===== src/rtl/ultratank_pkg.sv =====
// ultratank_pkg: Ultra Tank ROM region map, image size and ROM loader state types.
package ultratank_pkg;
  localparam int R0_BASE = 'h0000;
  localparam int R0_SIZE = 'h2000;
  localparam int R1_BASE = 'h2000;
  localparam int R1_SIZE = 'h0800;
  localparam int R2_BASE = 'h2800;
  localparam int R2_SIZE = 'h0800;
  localparam int R3_BASE = 'h3000;
  localparam int R3_SIZE = 'h0100;
  localparam int IMG_BYTES = 'h3100;
  typedef enum logic [2:0] {ST_IDLE, ST_LOAD, ST_HOLD, ST_RUN, ST_ERROR} rls_state_t;
  typedef logic [1:0] region_idx_t;
  function automatic logic [24:0] region_base(region_idx_t r);
    return r == 2'd3 ? 25'(R3_BASE) : r == 2'd2 ? 25'(R2_BASE) : r == 2'd1 ? 25'(R1_BASE) : 25'(R0_BASE);
  endfunction
endpackage


===== src/rtl/rom_load_sequencer_if.sv =====
// rom_load_sequencer_if: HPS download port in, ROM write port out.
interface rom_load_sequencer_if #(parameter int ADDR_W = 16);
  logic              ioctl_download;
  logic              ioctl_wr;
  logic [24:0]       ioctl_addr;
  logic [7:0]        ioctl_dout;
  logic [3:0]        rom_we;
  logic [ADDR_W-1:0] rom_addr;
  logic [7:0]        rom_data;
  modport master(output ioctl_download, ioctl_wr, ioctl_addr, ioctl_dout, input rom_we, rom_addr, rom_data);
  modport slave(input ioctl_download, ioctl_wr, ioctl_addr, ioctl_dout, output rom_we, rom_addr, rom_data);
endinterface


===== src/rtl/rom_region_decode.sv =====
// rom_region_decode: maps an image byte address to its ROM region strobe and region-local address.
module rom_region_decode
  import ultratank_pkg::*;
#(
  parameter int ADDR_W = 16
) (
  input  logic [24:0]       addr,
  output logic              hit,
  output logic [3:0]        onehot,
  output logic [ADDR_W-1:0] local_addr
);
  region_idx_t idx;
  always_comb begin
    hit = addr < 25'(IMG_BYTES);
    idx = addr < 25'(R0_BASE + R0_SIZE) ? 2'd0 :
          addr < 25'(R1_BASE + R1_SIZE) ? 2'd1 :
          addr < 25'(R2_BASE + R2_SIZE) ? 2'd2 : 2'd3;
    onehot = hit ? 4'b0001 << idx : 4'b0000;
    local_addr = ADDR_W'(addr - region_base(idx));
  end
endmodule


===== src/rtl/rom_load_sequencer.sv =====
// rom_load_sequencer: routes HPS download bytes to the ROM regions, validates the image
// and owns the core reset, releasing it a fixed hold time after a good load or a reset request.
module rom_load_sequencer
  import ultratank_pkg::*;
#(
  parameter int HOLD_CYCLES = 4096,
  parameter int ADDR_W      = 16
) (
  input  logic                clk_sys,
  input  logic                Reset_n,
  rom_load_sequencer_if.slave bus,
  input  logic                rst_req,
  output logic                core_reset_n,
  output logic                busy,
  output logic                dl_error
);
  localparam int HW = $clog2(HOLD_CYCLES + 1);
  localparam logic [HW-1:0] HOLD_LAST = HW'(HOLD_CYCLES - 1);
  rls_state_t        state_q, state_d;
  logic              dl_q;
  logic [16:0]       cnt_q, cnt_d;
  logic              ovf_q, ovf_d;
  logic [HW-1:0]     hold_q, hold_d;
  logic [3:0]        we_q, we_d;
  logic [ADDR_W-1:0] addr_q, addr_d;
  logic [7:0]        data_q, data_d;
  logic              crn_q, crn_d, busy_q, busy_d, err_q, err_d;
  logic              hit, rise, fall, img_ok;
  logic [3:0]        onehot;
  logic [ADDR_W-1:0] local_addr;

  rom_region_decode #(.ADDR_W(ADDR_W)) u_decode (
    .addr       (bus.ioctl_addr),
    .hit        (hit),
    .onehot     (onehot),
    .local_addr (local_addr)
  );

  assign rise = bus.ioctl_download & ~dl_q;
  assign fall = ~bus.ioctl_download & dl_q;

  always_comb begin
    state_d = state_q;
    cnt_d   = cnt_q;
    ovf_d   = ovf_q;
    hold_d  = hold_q;
    err_d   = err_q;
    we_d    = 4'b0000;
    addr_d  = addr_q;
    data_d  = data_q;
    img_ok  = 1'b0;
    if (rise) begin
      state_d = ST_LOAD;
      cnt_d   = '0;
      ovf_d   = 1'b0;
      err_d   = 1'b0;
    end else begin
      case (state_q)
        ST_LOAD: begin
          if (bus.ioctl_wr) begin
            cnt_d  = (hit && !(&cnt_q)) ? cnt_q + 17'd1 : cnt_q;
            ovf_d  = ovf_q | ~hit;
            we_d   = onehot;
            addr_d = hit ? local_addr : addr_q;
            data_d = hit ? bus.ioctl_dout : data_q;
          end
          // a byte arriving with the falling download edge is counted before the size check
          if (fall) begin
            img_ok  = cnt_d == 17'(IMG_BYTES) && !ovf_d;
            state_d = img_ok ? ST_HOLD : ST_ERROR;
            err_d   = !img_ok;
            hold_d  = '0;
          end
        end
        ST_HOLD: begin
          hold_d  = rst_req ? '0 : hold_q + 1'b1;
          state_d = (!rst_req && hold_q == HOLD_LAST) ? ST_RUN : ST_HOLD;
        end
        ST_RUN: begin
          state_d = rst_req ? ST_HOLD : ST_RUN;
          hold_d  = '0;
        end
        default: state_d = state_q;
      endcase
    end
    crn_d  = state_d == ST_RUN;
    busy_d = state_d == ST_LOAD || state_d == ST_HOLD;
  end

  always_ff @(posedge clk_sys or negedge Reset_n) begin
    if (!Reset_n) begin
      state_q <= ST_IDLE;
      dl_q    <= 1'b0;
      cnt_q   <= '0;
      ovf_q   <= 1'b0;
      hold_q  <= '0;
      we_q    <= '0;
      addr_q  <= '0;
      data_q  <= '0;
      crn_q   <= 1'b0;
      busy_q  <= 1'b0;
      err_q   <= 1'b0;
    end else begin
      state_q <= state_d;
      dl_q    <= bus.ioctl_download;
      cnt_q   <= cnt_d;
      ovf_q   <= ovf_d;
      hold_q  <= hold_d;
      we_q    <= we_d;
      addr_q  <= addr_d;
      data_q  <= data_d;
      crn_q   <= crn_d;
      busy_q  <= busy_d;
      err_q   <= err_d;
    end
  end

  assign bus.rom_we    = we_q;
  assign bus.rom_addr  = addr_q;
  assign bus.rom_data  = data_q;
  assign core_reset_n  = crn_q;
  assign busy          = busy_q;
  assign dl_error      = err_q;
endmodule

===== src/flat_wrapper.sv =====
// flat-port wrapper written by rule: the top's interface ports become plain ports
module rom_load_sequencer_flat import ultratank_pkg::*;
#(
  parameter int HOLD_CYCLES = 4096,
  parameter int ADDR_W      = 16
)
  (clk_sys, Reset_n, rst_req, core_reset_n, busy, dl_error, bus_ioctl_download, bus_ioctl_wr, bus_ioctl_addr, bus_ioctl_dout, bus_rom_we, bus_rom_addr, bus_rom_data);
  rom_load_sequencer_if #(.ADDR_W(ADDR_W)) bus_i ();
  input  logic clk_sys;
  input  logic Reset_n;
  input  logic rst_req;
  output logic core_reset_n;
  output logic busy;
  output logic dl_error;
  input wire logic [$bits(bus_i.ioctl_download)-1:0] bus_ioctl_download;
  input wire logic [$bits(bus_i.ioctl_wr)-1:0] bus_ioctl_wr;
  input wire logic [$bits(bus_i.ioctl_addr)-1:0] bus_ioctl_addr;
  input wire logic [$bits(bus_i.ioctl_dout)-1:0] bus_ioctl_dout;
  output wire logic [$bits(bus_i.rom_we)-1:0] bus_rom_we;
  output wire logic [$bits(bus_i.rom_addr)-1:0] bus_rom_addr;
  output wire logic [$bits(bus_i.rom_data)-1:0] bus_rom_data;
  assign bus_i.ioctl_download = bus_ioctl_download;
  assign bus_i.ioctl_wr = bus_ioctl_wr;
  assign bus_i.ioctl_addr = bus_ioctl_addr;
  assign bus_i.ioctl_dout = bus_ioctl_dout;
  assign bus_rom_we = bus_i.rom_we;
  assign bus_rom_addr = bus_i.rom_addr;
  assign bus_rom_data = bus_i.rom_data;
  rom_load_sequencer #(.HOLD_CYCLES(HOLD_CYCLES), .ADDR_W(ADDR_W)) u_core (.clk_sys(clk_sys), .Reset_n(Reset_n), .bus(bus_i), .rst_req(rst_req), .core_reset_n(core_reset_n), .busy(busy), .dl_error(dl_error));
endmodule

===== config.mk =====
export PLATFORM = sky130hd
export DESIGN_NAME = rom_load_sequencer_flat
export DESIGN_NICKNAME = d
export VERILOG_FILES = /design/src/rtl/ultratank_pkg.sv /design/src/rtl/rom_load_sequencer_if.sv /design/src/rtl/rom_region_decode.sv /design/src/rtl/rom_load_sequencer.sv /design/src/flat_wrapper.sv
export SDC_FILE = /design/constraint.sdc
export NUM_CORES = 1
export LEC_CHECK = 0
export BUFFER_PORTS_ARGS = -buffer_cell sky130_fd_sc_hd__buf_4
export CAP_MARGIN = 20
export CORE_ASPECT_RATIO = 0.9
export CORE_MARGIN = 8
export CORE_UTILIZATION = 62
export CTS_BUF_LIST = sky130_fd_sc_hd__clkbuf_4
export DETAILED_ROUTE_END_ITERATION = 8
export PLACE_DENSITY = 0.88
export SKIP_CTS_REPAIR_TIMING = 1
export SLEW_MARGIN = 20
export SYNTH_ARGS = -nofsm -noshare
export SYNTH_HDL_FRONTEND = slang
export SYNTH_SLANG_ARGS = --single-unit

===== constraint.sdc =====
create_clock -name clk_sys -period 6.11 [get_ports clk_sys]
set_clock_uncertainty 0.2 [all_clocks]
set_input_delay 1.222 -clock clk_sys [delete_from_list [all_inputs] [get_ports clk_sys]]
set_output_delay 1.222 -clock clk_sys [all_outputs]
set_load 0.03 [all_outputs]

# Yosys cells after proc, flatten, opt, wreduce, memory -nomap -nowiden
# Cells that the tools add are included.
[word_totals] elab_cells=86 regBits=66
[classes] eq_ne=12 mux=33 n_bitwise=7 n_addsub=3 reduce_logical=15 magnitude_cmp=4 shift=1
[op_table] cell="$mux W17" count=6
[op_table] cell="$lt A25 B14 Y1 const B" count=4
[op_table] cell="$mux W14" count=3
[op_table] cell="$pmux W13 S3" count=1
[op_table] cell="$mux W13" count=2
[op_table] cell="$add A17 B1 Y17 const B" count=1
[op_table] cell="$eq A17 B14 Y1 const B" count=1
[op_table] cell="$reduce_and A17 Y1" count=1
[op_table] cell="$mux W4" count=4
[op_table] cell="$sub A16 B14 Y16" count=1
[op_table] cell="$add A13 B1 Y13 const B" count=1
[op_table] cell="$eq A13 B12 Y1 const B" count=1
[op_table] cell="$eq A3 B2 Y1 const B" count=4
[op_table] cell="$mux W1" count=11
[op_table] cell="$mux W3" count=3
[op_table] cell="$pmux W3 S3" count=1
[op_table] cell="$eq A3 B1 Y1 const B" count=2
[op_table] cell="$eq A2 B2 Y1 const B" count=2
[op_table] cell="$logic_not A1 Y1" count=4
[op_table] cell="$mux W2" count=2
[op_table] cell="$not A1 Y1" count=4
[op_table] cell="$reduce_and A4 Y1" count=1
[op_table] cell="$reduce_bool A2 Y1" count=2
[op_table] cell="$shl A1 B2 Y4 const A" count=1
[op_table] cell="9 further kinds" count=12

# Longest topological paths before layout
[logic_depth] word_depth=15 ltp_mapped=13

# Modules after synthesis
# A second synthesis with hierarchy kept.
[hier_totals] cells_unflattened=348 hier_area_um2=3485.8
[modules_own_cells] mod="rom_load_sequencer" seq_area_each_um2=1651.6 area_each_um2=3183.1 cells_per_inst=308 n_inst=1
[modules_own_cells] mod="rom_region_decode" seq_area_each_um2=0.0 area_each_um2=302.8 cells_per_inst=40 n_inst=1

# Least setup slack after synthesis
# No wires, ideal clock.
[synth_timing] kind="input-to-reg" startpoint="in bus_ioctl_addr[24]" endpoint="reg u_core.addr_q[15] (netlist: u_core.bus.rom_addr[15])" setup_time_ns=0.125 path_stages=12 arrival_ns=3.031 n_path_buf=1 slack_ns=2.754 path_cell_list="nor4_4 > nand3_2 > buf_6 > a31oi_1 > nand2_1 > nor2_1 > ha_1 > fa_1 > nor2b_1 > nor3_1 > xnor2_1 > o21ai_1"
[synth_via] elab_chain_cells=9 elab_cells_between_ends=15 cone_classes="1 x add/sub; 4 x order compare; 3 x eq/ne; 6 x mux; 1 x reduce/logical"
[synth_lines] element="start, declared" line_no="flat_wrapper.sv:17" rtl="input wire logic [$bits(bus_i.ioctl_addr)-1:0] bus_ioctl_addr;"
[synth_lines] element="$lt A25 B14 Y1" line_no="rom_region_decode.sv:17" rtl="addr < 25'(R2_BASE + R2_SIZE) ? 2'd2 : 2'd3;"
[synth_lines] element="$mux W1" line_no="rom_region_decode.sv:17"
[synth_lines] element="$mux W2" line_no="rom_region_decode.sv:16" rtl="addr < 25'(R1_BASE + R1_SIZE) ? 2'd1 :"
[synth_lines] element="$mux W2" line_no="rom_region_decode.sv:15" rtl="idx = addr < 25'(R0_BASE + R0_SIZE) ? 2'd0 :"
[synth_lines] element="$eq A2 B1 Y1" line_no="ultratank_pkg.sv:15" rtl="return r == 2'd3 ? 25'(R3_BASE) : r == 2'd2 ? 25'(R2_BASE) : r == 2'd1 ? 25'(R1_BASE) : 25'(R0_BASE);"
[synth_lines] element="$mux W14 (3 in series)" line_no="ultratank_pkg.sv:15"
[synth_lines] element="$sub A16 B14 Y16" line_no="rom_region_decode.sv:19" rtl="local_addr = ADDR_W'(addr - region_base(idx));"
[synth_lines] element="end signal, assigned" line_no="rom_load_sequencer.sv:110" rtl="addr_q <= addr_d;"
[synth_lines] element="end, declared" line_no="rom_load_sequencer.sv:25" rtl="logic [ADDR_W-1:0] addr_q, addr_d;"
# Several ways; a longest one is shown, not always the timed one.
# A chain may end at the register's enable or synchronous reset.

# Worst setup path in the final report
[layout_timing] startpoint="reg u_core.cnt_q[5]" endpoint="reg u_core.err_q (netlist: u_core.dl_error)"
[layout_via] elab_chain_cells=13 elab_cells_between_ends=14 cone_classes="1 x add/sub; 1 x eq/ne; 7 x mux; 5 x reduce/logical"
[layout_lines] element="start, declared" line_no="rom_load_sequencer.sv:21" rtl="logic [16:0] cnt_q, cnt_d;"
[layout_lines] element="start signal, assigned" line_no="rom_load_sequencer.sv:106" rtl="cnt_q <= cnt_d;"
[layout_lines] element="parallel branches: the longest is 4 deep, another holds $add A17 B1 Y17"
[layout_lines] element="$mux W17 (*)" line_no="rom_load_sequencer.sv:60" rtl="if (bus.ioctl_wr) begin"
[layout_lines] element="$mux W17 (*)" line_no="rom_load_sequencer.sv:58" rtl="case (state_q)"
[layout_lines] element="$mux W17 (*)" line_no="rom_load_sequencer.sv:52" rtl="if (rise) begin"
[layout_lines] element="$eq A17 B14 Y1 (*)" line_no="rom_load_sequencer.sv:69" rtl="img_ok = cnt_d == 17'(IMG_BYTES) && !ovf_d;"
[layout_lines] element="$logic_and A1 B1 Y1 (*)" line_no="rom_load_sequencer.sv:69"
[layout_lines] element="$logic_not A1 Y1 (*)" line_no="rom_load_sequencer.sv:71" rtl="err_d = !img_ok;"
[layout_lines] element="$mux W1 (*)" line_no="rom_load_sequencer.sv:68" rtl="if (fall) begin"
[layout_lines] element="$mux W1 (*)" line_no="rom_load_sequencer.sv:58"
[layout_lines] element="$mux W1 (*)" line_no="rom_load_sequencer.sv:52"
[layout_lines] element="end signal, assigned" line_no="rom_load_sequencer.sv:114" rtl="err_q <= err_d;"
[layout_lines] element="end, declared" line_no="rom_load_sequencer.sv:27" rtl="logic crn_q, crn_d, busy_q, busy_d, err_q, err_d;"
# Every way passes the cells marked *. The select of a mux whose other input is x is not followed.

==> impl_results.md <==
- Worst min-delay path class: register to register
- Fraction of registers with async set/reset: 100%
- Hold WS: 304 ps
- DR iter-0 viols: 145
- Pint: 0.000699 W
- Post-route ant nets: 0
- Clk root buf: clkbuf_4
- Longest Clk Path Bufs: 2
- Final net count: 465
- Slew @ Worst Pin: 815 ps
- Post-Layout Inst Area: 4280 um2
- RSZ-0062 raised after global routing: false
- CTS H-tree depth: 3
- Status: finished, final reports clean
- P&R area growth vs syn: 20.2%
- Max incr delay on CP: 490 ps
- Mapped Cells: 354
- Setup TNS: 0 ps
- CP Cell Sequence: and4_1 -> and2_1 -> and4_1 -> and3_1 -> ha_1 -> and2b_1 -> nand4_1 -> nor3_1 -> o21a_1 -> o22ai_2 -> nor4_4 -> o41ai_1
- CP Max Fanout: 9
- VDD IR max: 0.151 mV
- Cell variety after synth: 56
- Post-Syn Area: 3560 um2
- Leak: 2.04 nW
- Initial antenna violation count: 0
- Reg area: 1650 um2
- Avg Vias per Cell: 5.86
- Cell family with most CP delay: simple AND/OR/NAND/NOR gates
- Cell Pwr Density: 218 nW/um2
- Port Buffers: 68
- Critical Path AT: 3730 ps
- FILL cells: 384
- Largest cells by area after synthesis: dfrtp_1, mux2_1, xor2_1
- Total GRT Usage: 21.3%
- CTS Buf Count: 9
- Max-slew violation count: 0
- Synth Flop Type: dfrtp_1
- Largest net degree at the start of global routing: 67
- CP required: 6180 ps
- Vias in the first global route: 2,885
- DR WL/cell: 16.8 um
- Max Cap Violations: 0
- Hold path depth: 2
- First-pass DRT Iterations: 4
- Die width: 95.9 um
- Clk slew on worst S/H paths: 120 ps
- Total grt overflow: 0
- Synth Net Count: 401
- Max Fclk: 274 MHz
- Mapped Avg Cell Area: 10.1 um2
- Post-synth EDFFs: 0
- Die H: 87.9 um
- Sequential share of the synthesized area: 46.4%
- IO Count: 69
- Critical path depth: 12
- Fraction of layout cells with a size suffix above 1: 23.9%
- Reg power frac: 48.8%
- Via count: 2,888
- Synth area leader: dfrtp_1
- First-pass GRT wire length: 14,000 um
- CTS tree: built
- Min Clock Period, post-route: 3660 ps
- Gpl congestion: 0.992
- Total power: 0.000933 W
- Sw Share: 25.0%
- Crit start category: register
- Crit Path Class: register to register
- Worst-skew pair later-pin latency: 430 ps
- Setup violators final: 0
- Num rows: 26
- Initial Util: 63.3%
- Remaining routing DRC violations: 0
- Switching Power: 0.000234 W
- Synthesis Warnings: 0
- Core Region: 5630 um2
- Area after DPL: 4090 um2
- Fin crit share: 59.8%
- DRT Wirelength: 8280 um
- Multi-input logic area: 1800 um2
- FF+latch count, synth: 66
- CTS sink count: 66
- Ant diodes: 0
- Comb pwr share: 10.4%
- Die ar.: 8430 um2
- Reg2reg path depth: 12
- Slew HR: 45.7%
- Buf/Inv on CP: 0
- Clock power frac: 40.9%
- Crit path top cell by count: and4_1
- Final hold violation count: 0
- Slowest library cell on the worst path: dfrtp_1
- Post-synth top area share: 46.4%
- Nature of the critical path endpoint: register
- Dpl hpwl: 5960 um
## kinds of logic after synthesis
group	share of synthesized area, %
compound gates	10.1
mux	7.17
xor+xnor	5.41
fa+ha+maj	3.37
buf+inv	3.20
simple gates	24.4
flops	46.4
## power groups by stage
stage / clock network (W) / logic [W] / registers (W)
floorplan: 0 / 0.0000392 / 0.000471
global placement: 0 / 0.0000937 / 0.000463
detailed placement: 0 / 0.0000963 / 0.000463
CTS: 0.000388 / 0.0000976 / 0.000455
global route: 0.000411 / 0.000107 / 0.000457
finish: 0.000381 / 0.0000966 / 0.000455
## layout by cell type (no fill, tap or decap), types with 9 or more instances in the layout
cell type | synthesis | layout
nand3_1 | 17 | 17
mux2_1 | 20 | 20
inv_1 | 10 | 10
nor3_1 | 12 | 12
buf_4 | 0 | 69
xor2_1 | 16 | 16
dfrtp_1 | 66 | 66
clkbuf_4 | 0 | 10
nor2_1 | 36 | 36
nand2_1 | 30 | 30
o21ai_0 | 14 | 14
a21oi_1 | 9 | 9
## tightest hold or removal path, delay by kind of cell, from the launching register on
family          cells  cell delay (ps)
flops               1              370
simple gates        1               50
compound gates      1               60
## final timing paths
check	slack, ps	endpoint	from
worst min-delay path	300	u_core.bus.rom_addr[11]	u_core.bus.rom_addr[11]
max in group asynchronous	4520	u_core.hold_q[5]	Reset_n
worst min register to register	300	u_core.bus.rom_addr[11]	u_core.bus.rom_addr[11]
worst max register to register	2450	u_core.dl_error	u_core.cnt_q[5]
min in group asynchronous	670	u_core.cnt_q[0]	Reset_n
worst max-delay path	2450	u_core.dl_error	u_core.cnt_q[5]
## synth_stat cells (5+ instances only)
| master | instances |
|---|---|
| xnor2_1 | 6 |
| nor3_1 | 12 |
| o21ai_0 | 14 |
| inv_1 | 10 |
| buf_2 | 7 |
| clkbuf_1 | 8 |
| nor4_1 | 5 |
| a21oi_1 | 9 |
| nor2_1 | 36 |
| nand2_1 | 30 |
| nand3_1 | 17 |
| mux2_1 | 20 |
| nor4_4 | 5 |
| xor2_1 | 16 |
| nand4_1 | 8 |
| dfrtp_1 | 66 |
| and3_1 | 8 |
| ha_1 | 8 |
| o21ai_1 | 8 |
| or3_1 | 6 |
## registers in the layout, summed over array words and instances (netlist names), 3 cells and up
name	flops
u_core.bus.rom_addr	16
u_core.bus.rom_data	8
u_core.bus.rom_we	4
u_core.cnt_q	17
u_core.hold_q	13
u_core.state_q	3
## layer usage
metal  part of all wire, %  global-route usage [%]
met5                     0                       0
met4                   1.1                    6.83
met3                   8.4                    6.68
met2                    47                    33.5
met1                    44                    27.2
## through the flow
stage | util [%] | cells | setup slack, ps
4_1_cts | 76.1 | 493 | 2490
2_1_floorplan | - | 354 | 2750
3_5_place_dp | 72.7 | 477 | 2330
3_3_place_gp | 72.7 | 477 | 2460
5_1_grt | 76.1 | 493 | 2150
6_report | 76.1 | 493 | 2450
## layout make-up
type | instances | share of cell area, %
clock inverter | 6 | 2.69
inverter | 10 | 0.877
sequential | 66 | 38.6
timing repair buffer | 69 | 12.1
clock buffer | 10 | 1.75
multi-input combinational | 262 | 42.0
tap | 70 | 2.05
(Power assumes the default switching activity.)
